--- src/rtl/vga_pkg.sv ---
// Shared timing constants and pixel types for the VGA scan-out path.
// The optional checkerboard source is enabled with VGA_TEST_PATTERN_EN.
package vga_pkg;

  localparam int H_VISIBLE = 800;
  localparam int H_FRONT   = 40;
  localparam int H_SYNC    = 128;
  localparam int H_BACK    = 88;
  localparam int H_TOTAL   = H_VISIBLE + H_FRONT + H_SYNC + H_BACK;

  localparam int V_VISIBLE = 600;
  localparam int V_FRONT   = 1;
  localparam int V_SYNC    = 4;
  localparam int V_BACK    = 23;
  localparam int V_TOTAL   = V_VISIBLE + V_FRONT + V_SYNC + V_BACK;

  localparam logic SYNC_ACTIVE = 1'b1;
  localparam int   ADDR_W      = 20;

  // Wide enough for both counters at the default timing.
  localparam int CNT_W = 11;

  typedef struct packed {
    logic [7:0] r;
    logic [7:0] g;
    logic [7:0] b;
  } rgb_t;

  localparam rgb_t AMBER_RGB = 24'hFFBF00;

endpackage

--- src/rtl/vga_timing.sv ---
// Stage-0 raster counters: position, visible/sync regions and the frame_start pulse.
// Part of vga_scanout; VGA_TEST_PATTERN_EN does not change this block.
module vga_timing #(
  parameter int H_VISIBLE = vga_pkg::H_VISIBLE,
  parameter int H_FRONT   = vga_pkg::H_FRONT,
  parameter int H_SYNC    = vga_pkg::H_SYNC,
  parameter int H_BACK    = vga_pkg::H_BACK,
  parameter int V_VISIBLE = vga_pkg::V_VISIBLE,
  parameter int V_FRONT   = vga_pkg::V_FRONT,
  parameter int V_SYNC    = vga_pkg::V_SYNC,
  parameter int V_BACK    = vga_pkg::V_BACK
) (
  input  logic                     clk,
  input  logic                     rst_n,
  input  logic                     pix_ce_i,
  output logic [vga_pkg::CNT_W-1:0] h_cnt_o,
  output logic [vga_pkg::CNT_W-1:0] v_cnt_o,
  output logic                     vis_o,
  output logic                     hs_o,
  output logic                     vs_o,
  output logic                     frame_end_o,
  output logic                     frame_start_o
);
  import vga_pkg::CNT_W;

  localparam int H_TOTAL = H_VISIBLE + H_FRONT + H_SYNC + H_BACK;
  localparam int V_TOTAL = V_VISIBLE + V_FRONT + V_SYNC + V_BACK;

  localparam logic [CNT_W-1:0] H_LAST = CNT_W'(H_TOTAL - 1);
  localparam logic [CNT_W-1:0] V_LAST = CNT_W'(V_TOTAL - 1);
  localparam logic [CNT_W-1:0] H_VIS  = CNT_W'(H_VISIBLE);
  localparam logic [CNT_W-1:0] V_VIS  = CNT_W'(V_VISIBLE);
  localparam logic [CNT_W-1:0] H_SS   = CNT_W'(H_VISIBLE + H_FRONT);
  localparam logic [CNT_W-1:0] H_SE   = CNT_W'(H_VISIBLE + H_FRONT + H_SYNC);
  localparam logic [CNT_W-1:0] V_SS   = CNT_W'(V_VISIBLE + V_FRONT);
  localparam logic [CNT_W-1:0] V_SE   = CNT_W'(V_VISIBLE + V_FRONT + V_SYNC);

  logic [CNT_W-1:0] h_cnt_q, h_cnt_d;
  logic [CNT_W-1:0] v_cnt_q, v_cnt_d;
  logic             fs_q, fs_d;
  logic             line_end;
  logic             frame_end;

  always_comb begin
    line_end  = (h_cnt_q == H_LAST);
    frame_end = line_end && (v_cnt_q == V_LAST);
    h_cnt_d   = h_cnt_q;
    v_cnt_d   = v_cnt_q;
    if (pix_ce_i) begin
      if (line_end) begin
        h_cnt_d = '0;
        v_cnt_d = (v_cnt_q == V_LAST) ? '0 : v_cnt_q + 1'b1;
      end else begin
        h_cnt_d = h_cnt_q + 1'b1;
      end
    end
    // Only a pixel-enable cycle at the origin produces the pulse, so it never stretches.
    fs_d = pix_ce_i && (h_cnt_q == '0) && (v_cnt_q == '0);
  end

  always_ff @(posedge clk or negedge rst_n) begin
    if (!rst_n) begin
      h_cnt_q <= '0;
      v_cnt_q <= '0;
      fs_q    <= 1'b0;
    end else begin
      h_cnt_q <= h_cnt_d;
      v_cnt_q <= v_cnt_d;
      fs_q    <= fs_d;
    end
  end

  assign h_cnt_o       = h_cnt_q;
  assign v_cnt_o       = v_cnt_q;
  assign vis_o         = (h_cnt_q < H_VIS) && (v_cnt_q < V_VIS);
  assign hs_o          = (h_cnt_q >= H_SS) && (h_cnt_q < H_SE);
  assign vs_o          = (v_cnt_q >= V_SS) && (v_cnt_q < V_SE);
  assign frame_end_o   = frame_end;
  assign frame_start_o = fs_q;

endmodule

--- src/rtl/vga_scanout.sv ---
// VRAM read-side scan-out: linear read address, 2-stage sync/pixel realignment, amber/black RGB.
// Define VGA_TEST_PATTERN_EN to add test_mode, which swaps VRAM data for a checkerboard.
module vga_scanout #(
  parameter int   H_VISIBLE   = vga_pkg::H_VISIBLE,
  parameter int   H_FRONT     = vga_pkg::H_FRONT,
  parameter int   H_SYNC      = vga_pkg::H_SYNC,
  parameter int   H_BACK      = vga_pkg::H_BACK,
  parameter int   V_VISIBLE   = vga_pkg::V_VISIBLE,
  parameter int   V_FRONT     = vga_pkg::V_FRONT,
  parameter int   V_SYNC      = vga_pkg::V_SYNC,
  parameter int   V_BACK      = vga_pkg::V_BACK,
  parameter logic SYNC_ACTIVE = vga_pkg::SYNC_ACTIVE,
  parameter int   ADDR_W      = vga_pkg::ADDR_W
) (
  input  logic              clk,
  input  logic              rst_n,
  input  logic              pix_ce,
`ifdef VGA_TEST_PATTERN_EN
  input  logic              test_mode,
`endif
  input  logic              vram_data,
  output logic [ADDR_W-1:0] raddr,
  output logic              hsync,
  output logic              vsync,
  output logic              de,
  output logic [23:0]       rgb,
  output logic              frame_start
);
  import vga_pkg::CNT_W;
  import vga_pkg::rgb_t;
  import vga_pkg::AMBER_RGB;

  localparam logic [CNT_W-1:0] H_VIS_LAST = CNT_W'(H_VISIBLE - 1);
  localparam logic [CNT_W-1:0] V_VIS_LAST = CNT_W'(V_VISIBLE - 1);

  logic [CNT_W-1:0] h_cnt, v_cnt;
  logic             vis0, hs0, vs0, frame_end;

  vga_timing #(
    .H_VISIBLE (H_VISIBLE),
    .H_FRONT   (H_FRONT),
    .H_SYNC    (H_SYNC),
    .H_BACK    (H_BACK),
    .V_VISIBLE (V_VISIBLE),
    .V_FRONT   (V_FRONT),
    .V_SYNC    (V_SYNC),
    .V_BACK    (V_BACK)
  ) u_timing (
    .clk           (clk),
    .rst_n         (rst_n),
    .pix_ce_i      (pix_ce),
    .h_cnt_o       (h_cnt),
    .v_cnt_o       (v_cnt),
    .vis_o         (vis0),
    .hs_o          (hs0),
    .vs_o          (vs0),
    .frame_end_o   (frame_end),
    .frame_start_o (frame_start)
  );

  logic [ADDR_W-1:0] raddr_q, raddr_d;
  logic              last_vis;
  logic              vis1_q, hs1_q, vs1_q, chk1_q, chk0;
  logic              de_q, hsync_q, vsync_q;
  rgb_t              rgb_q, rgb_d;
  logic              pix_src;

  always_comb begin
    last_vis = (h_cnt == H_VIS_LAST) && (v_cnt == V_VIS_LAST);
    raddr_d  = raddr_q;
    // The last visible pixel does not advance, so blanking holds the final address.
    if (pix_ce) begin
      if (frame_end) begin
        raddr_d = '0;
      end else if (vis0 && !last_vis) begin
        raddr_d = raddr_q + 1'b1;
      end
    end
  end

  assign chk0 = h_cnt[3] ^ v_cnt[3];

`ifdef VGA_TEST_PATTERN_EN
  assign pix_src = test_mode ? chk1_q : vram_data;
`else
  assign pix_src = vram_data;
`endif

  always_comb begin
    rgb_d = (vis1_q && pix_src) ? AMBER_RGB : rgb_t'(24'h000000);
  end

  always_ff @(posedge clk or negedge rst_n) begin
    if (!rst_n) begin
      raddr_q <= '0;
      vis1_q  <= 1'b0;
      hs1_q   <= 1'b0;
      vs1_q   <= 1'b0;
      chk1_q  <= 1'b0;
      de_q    <= 1'b0;
      hsync_q <= ~SYNC_ACTIVE;
      vsync_q <= ~SYNC_ACTIVE;
      rgb_q   <= '0;
    end else begin
      raddr_q <= raddr_d;
      if (pix_ce) begin
        vis1_q  <= vis0;
        hs1_q   <= hs0;
        vs1_q   <= vs0;
        chk1_q  <= chk0;
        de_q    <= vis1_q;
        hsync_q <= hs1_q ? SYNC_ACTIVE : ~SYNC_ACTIVE;
        vsync_q <= vs1_q ? SYNC_ACTIVE : ~SYNC_ACTIVE;
        rgb_q   <= rgb_d;
      end
    end
  end

  assign raddr = raddr_q;
  assign de    = de_q;
  assign hsync = hsync_q;
  assign vsync = vsync_q;
  assign rgb   = rgb_q;

endmodule

--- config.mk ---
export PLATFORM = sky130hd
export DESIGN_NAME = vga_scanout
export DESIGN_NICKNAME = d
export VERILOG_FILES = /design/src/rtl/vga_pkg.sv /design/src/rtl/vga_timing.sv /design/src/rtl/vga_scanout.sv
export SDC_FILE = /design/constraint.sdc
export NUM_CORES = 1
export LEC_CHECK = 0
export ABC_AREA = 1
export BUFFER_PORTS_ARGS = -buffer_cell sky130_fd_sc_hd__buf_2
export CAP_MARGIN = 20
export CORE_AREA = 2 2 76 78
export CTS_BUF_LIST = sky130_fd_sc_hd__clkbuf_8
export DETAILED_ROUTE_END_ITERATION = 10
export DIE_AREA = 0 0 78 80
export GPL_ROUTABILITY_DRIVEN = 1
export PLACE_DENSITY_LB_ADDON = 0.15
export SYNTH_ARGS = -nofsm -noshare
export SYNTH_HDL_FRONTEND = slang
export SYNTH_SLANG_ARGS = --single-unit
--- constraint.sdc ---
create_clock -name clk -period 4.9 [get_ports clk]
set_input_delay 0.98 -clock clk [delete_from_list [all_inputs] [get_ports clk]]
set_output_delay 0.98 -clock clk [all_outputs]
set_load 0.01 [all_outputs]
==> results of run 1 <==
final timing paths:
kind	endpoint	slack [ns]	cells past startpoint	from
setup / recovery	raddr[16]	2.37	10	u_timing.v_cnt_o[0]
min in group asynchronous	raddr[4]	0.78	2	rst_n
setup reg to reg	raddr[16]	2.37	10	u_timing.v_cnt_o[0]
hold reg to reg	hsync	0.47	2	hsync
max in group asynchronous	raddr[1]	3.68	2	rst_n
hold / removal	hsync	0.47	2	hsync
through the flow:
| stage | instances | setup WS [ns] | hold slack [ns] |
|---|---|---|---|
| after CTS | 540 | 2.38 | 0.479 |
| after global placement | 533 | 2.23 | 0.452 |
| after floorplan | 451 | 2.97 | 0.449 |
| after global routing | 540 | 2.13 | 0.499 |
| after detailed placement | 533 | 2.15 | 0.458 |
| final | 540 | 2.37 | 0.475 |
registers in the layout, indices dropped and copies added (netlist names):
| signal | cells |
|---|---|
| u_timing.frame_start_o | 1 |
| vis1_q | 1 |
| vsync | 1 |
| vs1_q | 1 |
| rgb | 1 |
| hsync | 1 |
| de | 1 |
| u_timing.v_cnt_o | 11 |
| u_timing.h_cnt_o | 11 |
| raddr | 20 |
| hs1_q | 1 |
power breakdown:
group	switching [mW]	leakage [nW]	internal (mW)
sequential	0.0832	0.648	0.469
clock	0.131	0.0573	0.163
combinational	0.172	1.06	0.103
worst max-delay path, stage by stage, from the launching register on:
cell and delay, ns:
dfrtp_1 0.45, ha_1 0.35, inv_2 0.06, nor2_1 0.09, nand2_1 0.07, nor2_2 0.12, nand3_2 0.28, nand3_2 0.60
nand2_2 0.23, nand2_1 0.12, nand2_1 0.06
cells by family after synthesis:
| kind of cell | share of synthesized area, % |
|---|---|
| compound gates | 4.38 |
| other cells | 0.110 |
| xor+xnor | 6.18 |
| flops | 36.8 |
| buf+inv | 11.5 |
| fa+ha+maj | 2.21 |
| simple gates | 38.8 |
per-layer routing:
metal	up-vias	track usage (%)	wire length [um]
met1	1347	29.4	3110
met3	9	3.39	258
li1	1455	-	-
met4	0	7.72	92
met5	-	0	0
met2	61	46.1	3770
synthesized netlist by cell type, types with 2 or more instances:
library cell,n
dfrtp_1,50
buf_2,4
ha_1,6
nand2_2,2
clkbuf_1,2
o21ai_0,12
o31ai_1,2
nand4_1,8
o21ai_1,2
nor3_1,11
nand3_1,46
nand2_1,114
inv_2,8
nor2_2,5
nor2_1,45
xnor2_1,8
nand3b_1,4
buf_4,25
buf_8,2
nand3_2,24
nor2_4,2
inv_1,28
xor2_1,16
a21oi_1,6
layout make-up:
cell class                 instances  area (um^2)
clock buffer                       6         82.6
clock inverter                     1         30.0
fill                             488         1800
inverter                          36          135
multi-input combinational        331         1790
sequential                        50         1250
tap                               72         90.1
timing repair buffer              44          225
==> results.py, run 1 <==
metrics = {
    "run_status": {
        "outcome": "complete, no violations",
    },
    "setup_path": {
        "cp-start-kind": "flip-flop",
        "cp_max_fo": 21,
        "critPathArrivalTime_ns": 2.73,
        "worstSetupEndpointType": "flip-flop",
        "cp_data_required_time_ns": 5.10,
        "path_class": "reg2reg",
    },
    "synth": {
        "avgSynthCellArea_um2": 7.67,
        "async_flop_share_pct": 100,
        "ys_seq_elements": 50,
        "synthFlopType": "dfrtp_1",
        "ys.warnings.count": 0,
        "syn_inst": 443,
        "ys_seq_area_share_pct": 36.8,
        "yosys.area.top_type": "dfrtp_1",
        "ys_types": 35,
        "synth_edf_count": 0,
        "syn_area_um2": 3400,
        "synth_area_leaders": "dfrtp_1 (37%), nand2_1 (13%), nand3_2 (7.1%)",
        "synth_top_area_share_pct": 36.8,
    },
    "global_routing": {
        "grt_util_all_layers_pct": 24.7,
        "grt_pass1_wl_um": 12200,
        "antenna_found_initial": 0,
        "grt_max_degree": 51,
        "grt_overflow": 0,
        "grt_pass1_vias": 2668,
    },
    "clocking": {
        "cts_buffer_depth": 2,
        "clockRootBuffer": "clkbuf_8",
        "hold_buffers": 0,
        "clk_latency_ns": 0.30,
        "cts.sinks": 50,
        "cts_buffers": 5,
        "cts_tree": "yes",
        "cts_resized": 0,
        "postCtsSetupBuffers": 0,
        "h-tree-depth": 2,
        "clkTransAtPathRegs_ns": 0.09,
    },
    "routing": {
        "first_iter_violations": 170,
        "drt-total-wl_um": 7230,
        "vias_per_cell": 5.32,
        "wire_per_inst_um": 13.4,
        "drc": 0,
        "ant_nets": 0,
        "drt_pass1_iterations": 4,
        "vias": 2872,
    },
    "finish": {
        "final_area_um2": 3600,
        "final_cell_mix": "nand2_1 (114), dfrtp_1 (50), nand3_1 (46)",
        "antennaDiodeCount": 0,
        "nets": 478,
        "area_growth_pct": 5.93,
        "drive_above_1_share_pct": 20.5,
        "layout.cells.most_common": "nand2_1",
        "final_core_utilization_pct": 66.6,
    },
    "timing": {
        "fin_tns_setup_ns": 0,
        "setup_viol": 0,
        "rsz0062_at_grt": "no",
        "timing.final.crit_share_pct": 51.7,
        "fmax_ghz": 0.395,
        "worst_slew_pin_slew_ns": 0.668,
        "fin_crit_ns": 2.53,
        "relSlewSlack_pct": 55.4,
        "fin_worst_skew_ns": 0.0151,
        "drv_slew": 0,
        "finalHoldViolCount": 0,
    },
    "power_and_ir_drop": {
        "p_leak_nw": 1.77,
        "ir_worst_vdd_v": 0.000229,
        "power_density_nw_per_um2": 311,
        "p_total_mw": 1.12,
    },
    "floorplan": {
        "core_um2": 5410,
        "fp-row-count": 27,
        "die-area_um2": 6240,
        "ios": 52,
        "start_util_pct": 62.9,
        "fp.dieH_um": 80,
        "fp.dieW_um": 78,
    },
    "worst_hold_path": {
        "min_path_type": "reg2reg",
    },
    "placed_design": {
        "port_buffers": 42,
        "dpl.hpwl_um": 5200,
        "placed_cell_area_um2": 3490,
        "place.gp.congestion": 0.886,
    },
    "flow_run": {
        "maxCapViolCount": 0,
    },
}
Note: power is estimated with default switching activity, not from simulation.
==> run 2: changes to the inputs <==
CORE_AREA = 2 2 83 85   (was 2 2 76 78)
DIE_AREA = 0 0 85 87   (was 0 0 78 80)
clock period = 2.1 ns   (was 4.9 ns; I/O delays follow)
==> results.py, run 2 (synthesized netlist as in run 1, its figures left out) <==
metrics = {
    "run_status": {
        "outcome": "complete, no violations",
    },
    "flow_run": {
        "maxCapViolCount": 0,
    },
    "timing": {
        "setup_ws_ns": 0.276,
        "setup_viol": 0,
        "fin_tns_setup_ns": 0,
        "worst_slew_pin_slew_ns": 0.585,
        "relSlewSlack_pct": 61.0,
        "fin_worst_skew_ns": 0.0103,
        "timing.final.crit_share_pct": 86.9,
        "finalHoldViolCount": 0,
        "rsz0062_at_grt": "no",
        "drv_slew": 0,
        "fin_hold_ws_ns": 0.102,
        "fin_crit_ns": 1.82,
        "fmax_ghz": 0.548,
    },
    "floorplan": {
        "fp.dieH_um": 87,
        "fp.dieW_um": 85,
        "ios": 52,
        "die-area_um2": 7400,
        "core_um2": 6570,
        "fp-row-count": 30,
        "start_util_pct": 51.8,
    },
    "finish": {
        "nFillCells": 661,
        "antennaDiodeCount": 0,
        "final_cell_mix": "nand2_1 (114), dfrtp_1 (50), nand3_1 (46)",
        "largest_reg_flops": 20,
        "final_area_um2": 3640,
        "nets": 483,
        "drive_above_1_share_pct": 21.1,
        "area_growth_pct": 7.14,
        "layout.cells.most_common": "nand2_1",
    },
    "clocking": {
        "h-tree-depth": 2,
        "clkTransAtPathRegs_ns": 0.09,
        "cts_buffers": 5,
        "clockRootBuffer": "clkbuf_8",
        "cts_buffer_depth": 2,
        "cts.sinks": 50,
        "hold_buffers": 0,
        "postCtsSetupBuffers": 0,
        "cts_resized": 0,
        "cts_tree": "yes",
        "clk_latency_ns": 0.31,
    },
    "setup_path": {
        "crit_start": "u_timing.v_cnt_o[0]",
        "cp_common_cell": "nand3_1",
        "cp_max_fo": 20,
        "cpPeakStageDelay_ns": 0.45,
        "path_class": "reg2reg",
        "critPathArrivalTime_ns": 2.03,
        "crit_chain": "ha_1 -> nand3_1 -> nor3_1 -> nand3_1 -> buf_4 -> nand3_2 -> nand2_1",
        "rr_worst_depth": 7,
        "r2r_start": "u_timing.v_cnt_o[0]",
        "worstSetupEndpointType": "flip-flop",
        "slowest_stage": "dfrtp_1",
        "cp-start-kind": "flip-flop",
        "cp_data_required_time_ns": 2.30,
    },
    "power_and_ir_drop": {
        "power_density_nw_per_um2": 713,
        "p_total_mw": 2.60,
        "power.internal_mw": 1.69,
        "p_clk_share_pct": 25.4,
        "switchingPower_mw": 0.908,
        "combPwrFrac_pct": 25.1,
        "switching_share_pct": 35.0,
        "p_leak_nw": 1.79,
        "ir_worst_vdd_v": 0.000454,
        "power_frac_seq_pct": 49.5,
    },
    "placed_design": {
        "port_buffers": 42,
        "dp_slack_ns": 0.308,
        "place.gp.congestion": 0.912,
        "dpl.hpwl_um": 5480,
        "placed_cell_area_um2": 3540,
    },
    "routing": {
        "first_iter_violations": 117,
        "wire_per_inst_um": 13.0,
        "ant_nets": 0,
        "vias": 2869,
        "drt-total-wl_um": 7220,
        "drc": 0,
        "drt_pass1_iterations": 4,
        "vias_per_cell": 5.18,
    },
    "global_routing": {
        "antenna_found_initial": 0,
        "grt_max_degree": 27,
        "grt_pass1_wl_um": 13000,
        "grt_overflow": 0,
        "grt_util_all_layers_pct": 21.5,
        "grt_pass1_vias": 2883,
    },
    "worst_hold_path": {
        "min_path_type": "in2async",
    },
}
==> run 2: cell count changes in the layout (fill, tap and decap cells not counted) <==
cell      change
clkbuf_8      -1
buf_4         +5
inv_1         +2
==> run 2: layer usage <==
metal | vias to the layer above | GRT usage (%) | share of wire [%] | wire [um]
met1 | 1351 | 26.6 | 45 | 3260
met3 | 12 | 3.32 | 2.9 | 212
met4 | 0 | 7.36 | 1.6 | 119
li1 | 1461 | - | - | -
met5 | - | 0 | 0 | 0
met2 | 45 | 38.4 | 50 | 3620
==> run 2: power by group through the flow <==
stage | logic (mW) | registers [mW] | clock network, mW
2_1_floorplan | 0.537 | 1.27 | 0
3_3_place_gp | 0.641 | 1.30 | 0
3_5_place_dp | 0.660 | 1.31 | 0
4_1_cts | 0.663 | 1.29 | 0.694
5_1_grt | 0.761 | 1.32 | 0.728
6_report | 0.653 | 1.29 | 0.659
==> run 2: stage by stage <==
| step | util (%) | std cells |
|---|---|---|
| floorplan | - | 451 |
| global placement | 53.8 | 546 |
| detailed placement | 53.8 | 546 |
| CTS | 55.4 | 554 |
| global route | 55.4 | 554 |
| finish | 55.4 | 554 |
==> run 2: path summary, 6_finish.rpt <==
kind,end,slack [ns]
min in group clk,rgb[22],0.32
setup / recovery,raddr[3],0.28
hold / removal,raddr[10],0.10
max in group asynchronous,u_timing.v_cnt_o[6],1.33
setup reg to reg,raddr[3],0.28
hold reg to reg,de,0.48
==> run 2: critical path, delay by kind of cell, from the launching register on <==
kind,cells,cell delay (ns)
flops,1,0.45
simple gates,5,0.68
fa+ha+maj,1,0.33
buf+inv,1,0.27
==> run 2: layout make-up <==
| type | count | area, um^2 | area share, % |
|---|---|---|---|
| Sequential cell | 50 | 1250 | 34.4 |
| Clock inverter | 3 | 37.5 | 1.03 |
| Inverter | 36 | 135 | 3.71 |
| Multi-Input combinational cell | 331 | 1790 | 49.1 |
| Tap cell | 80 | 100 | 2.75 |
| Clock buffer | 5 | 68.8 | 1.89 |
| Timing Repair Buffer | 49 | 263 | 7.21 |
==> run 3: changes to the inputs <==
CORE_AREA = 2 2 116 62   (was 2 2 83 85)
DIE_AREA = 0 0 118 64   (was 0 0 85 87)
RECOVER_POWER = 50   (was default)
==> results.py, run 3 (synthesized netlist as in run 1, its figures left out) <==
metrics = {
    "global_routing": {
        "grt_pass1_vias": 2556,
        "grt_pass1_wl_um": 13500,
        "grt_util_all_layers_pct": 22.8,
        "grt_max_degree": 24,
        "antenna_found_initial": 0,
        "grt_overflow": 0,
    },
    "power_and_ir_drop": {
        "p_clk_share_pct": 25.9,
        "switching_share_pct": 36.7,
        "ir_worst_vdd_v": 0.000336,
        "combPwrFrac_pct": 25.3,
        "power.internal_mw": 1.69,
        "power_density_nw_per_um2": 731,
        "power_frac_seq_pct": 48.8,
        "switchingPower_mw": 0.981,
        "p_leak_nw": 1.73,
    },
    "flow_run": {
        "maxCapViolCount": 0,
    },
    "timing": {
        "setup_ws_ns": 0.238,
        "finalHoldViolCount": 0,
        "setup_viol": 0,
        "drv_slew": 0,
        "relSlewSlack_pct": 32.5,
        "rsz0062_at_grt": "no",
        "timing.final.crit_share_pct": 88.7,
        "fin_crit_ns": 1.86,
        "worst_slew_pin_slew_ns": 1.01,
        "fin_tns_setup_ns": 0,
        "fmax_ghz": 0.537,
        "fin_worst_skew_ns": 0.0123,
    },
    "floorplan": {
        "die-area_um2": 7550,
        "fp.dieH_um": 64,
        "start_util_pct": 52.4,
        "fp.dieW_um": 118,
        "core_um2": 6490,
        "fp-row-count": 21,
        "ios": 52,
    },
    "setup_path": {
        "cp_data_required_time_ns": 2.36,
        "critPathArrivalTime_ns": 2.12,
        "crit_start": "raddr[0]",
        "cp_max_fo": 5,
        "r2r_start": "raddr[0]",
        "cp-start-kind": "flip-flop",
        "path_class": "reg2reg",
        "worstSetupEndpointType": "flip-flop",
    },
    "clocking": {
        "cts_tree": "yes",
        "clkTransAtPathRegs_ns": 0.09,
        "cts_resized": 0,
        "hold_buffers": 0,
        "cts_buffers": 5,
        "h-tree-depth": 2,
        "postCtsSetupBuffers": 0,
        "clockRootBuffer": "clkbuf_8",
        "cts_buffer_depth": 2,
        "clk_latency_ns": 0.32,
        "cts.sinks": 50,
    },
    "routing": {
        "ant_nets": 0,
        "first_iter_violations": 310,
        "drc": 0,
        "drt_pass1_iterations": 5,
        "vias_per_cell": 5.24,
        "vias": 2971,
        "wire_per_inst_um": 14.5,
        "drt-total-wl_um": 8220,
    },
    "finish": {
        "drive_above_1_share_pct": 18.1,
        "antennaDiodeCount": 0,
        "final_cell_mix": "nand2_1 (114), dfrtp_1 (50), nand3_1 (46)",
        "area_growth_pct": 7.47,
        "largest_reg_flops": 20,
        "layout.cells.most_common": "nand2_1",
        "nets": 484,
        "nFillCells": 628,
    },
    "placed_design": {
        "dp_slack_ns": 0.343,
        "place.gp.congestion": 0.950,
        "port_buffers": 42,
        "dpl.hpwl_um": 6380,
    },
    "run_status": {
        "outcome": "complete, no violations",
    },
    "worst_hold_path": {
        "min_path_type": "in2async",
    },
}
[run 3: cell count changes in the layout (fill, tap and decap cells not counted)]
cell,before,now
inv_1,30,29
buf_2,42,28
clkbuf_2,0,1
buf_12,0,1
clkinvlp_4,0,1
buf_4,7,4
clkbuf_1,0,16
[run 3: path summary, 6_finish.rpt]
path                                       end  slack [ns]  cells after the start
max                                  raddr[14]        0.24                      7
min                        u_timing.v_cnt_o[2]        0.25                      1
max reg2reg                          raddr[14]        0.24                      7
min reg2reg                                 de        0.48                      2
max in group asynchronous                   de        0.73                      2
min in group clk                       rgb[22]        0.31                      3
[run 3: cell type report]
cell class	instances	area [um^2]	area share, %
Clock buffer	5	68.8	1.88
Timing Repair Buffer	50	255	6.99
Sequential cell	50	1250	34.2
Tap cell	92	115	3.15
Inverter	36	135	3.70
Multi-Input combinational cell	331	1790	48.9
Clock inverter	3	41.3	1.13
[run 3: power by group through the flow]
stage | logic (mW) | clock network, mW | registers (mW)
after global placement | 0.660 | 0 | 1.31
after global routing | 0.759 | 0.751 | 1.32
after detailed placement | 0.681 | 0 | 1.32
after CTS | 0.685 | 0.709 | 1.30
after floorplan | 0.537 | 0 | 1.27
final | 0.676 | 0.690 | 1.30
[run 3: critical path: stages (launching register included)]
cell and delay, ns:
dfrtp_1 0.46, ha_1 0.30, nand3_1 0.19, nor2_1 0.34, nand4_1 0.14, a21oi_1 0.22, nand2_1 0.09, nand2_1 0.06
[run 3: through the flow]
step                hold slack (ns)  cells  total power, mW  cell area, um^2  util (%)
finish                        0.248    567             2.67             3650      56.3
global route                  0.313    567             2.83             3650      56.3
detailed placement            0.399    559             2.00             3580      55.2
global placement              0.391    559             1.97             3580      55.2
CTS                          0.0464    567             2.69             3690      56.9
floorplan                     0.124    451             1.81             3430         -
[run 3: layer usage]
layer | share of wire (%) | vias up | track usage [%]
met5 | 0 | - | 0
met4 | 0.44 | 0 | 2.71
met3 | 8.8 | 7 | 5.27
met2 | 35 | 137 | 28.6
met1 | 56 | 1360 | 38.9
li1 | - | 1467 | -
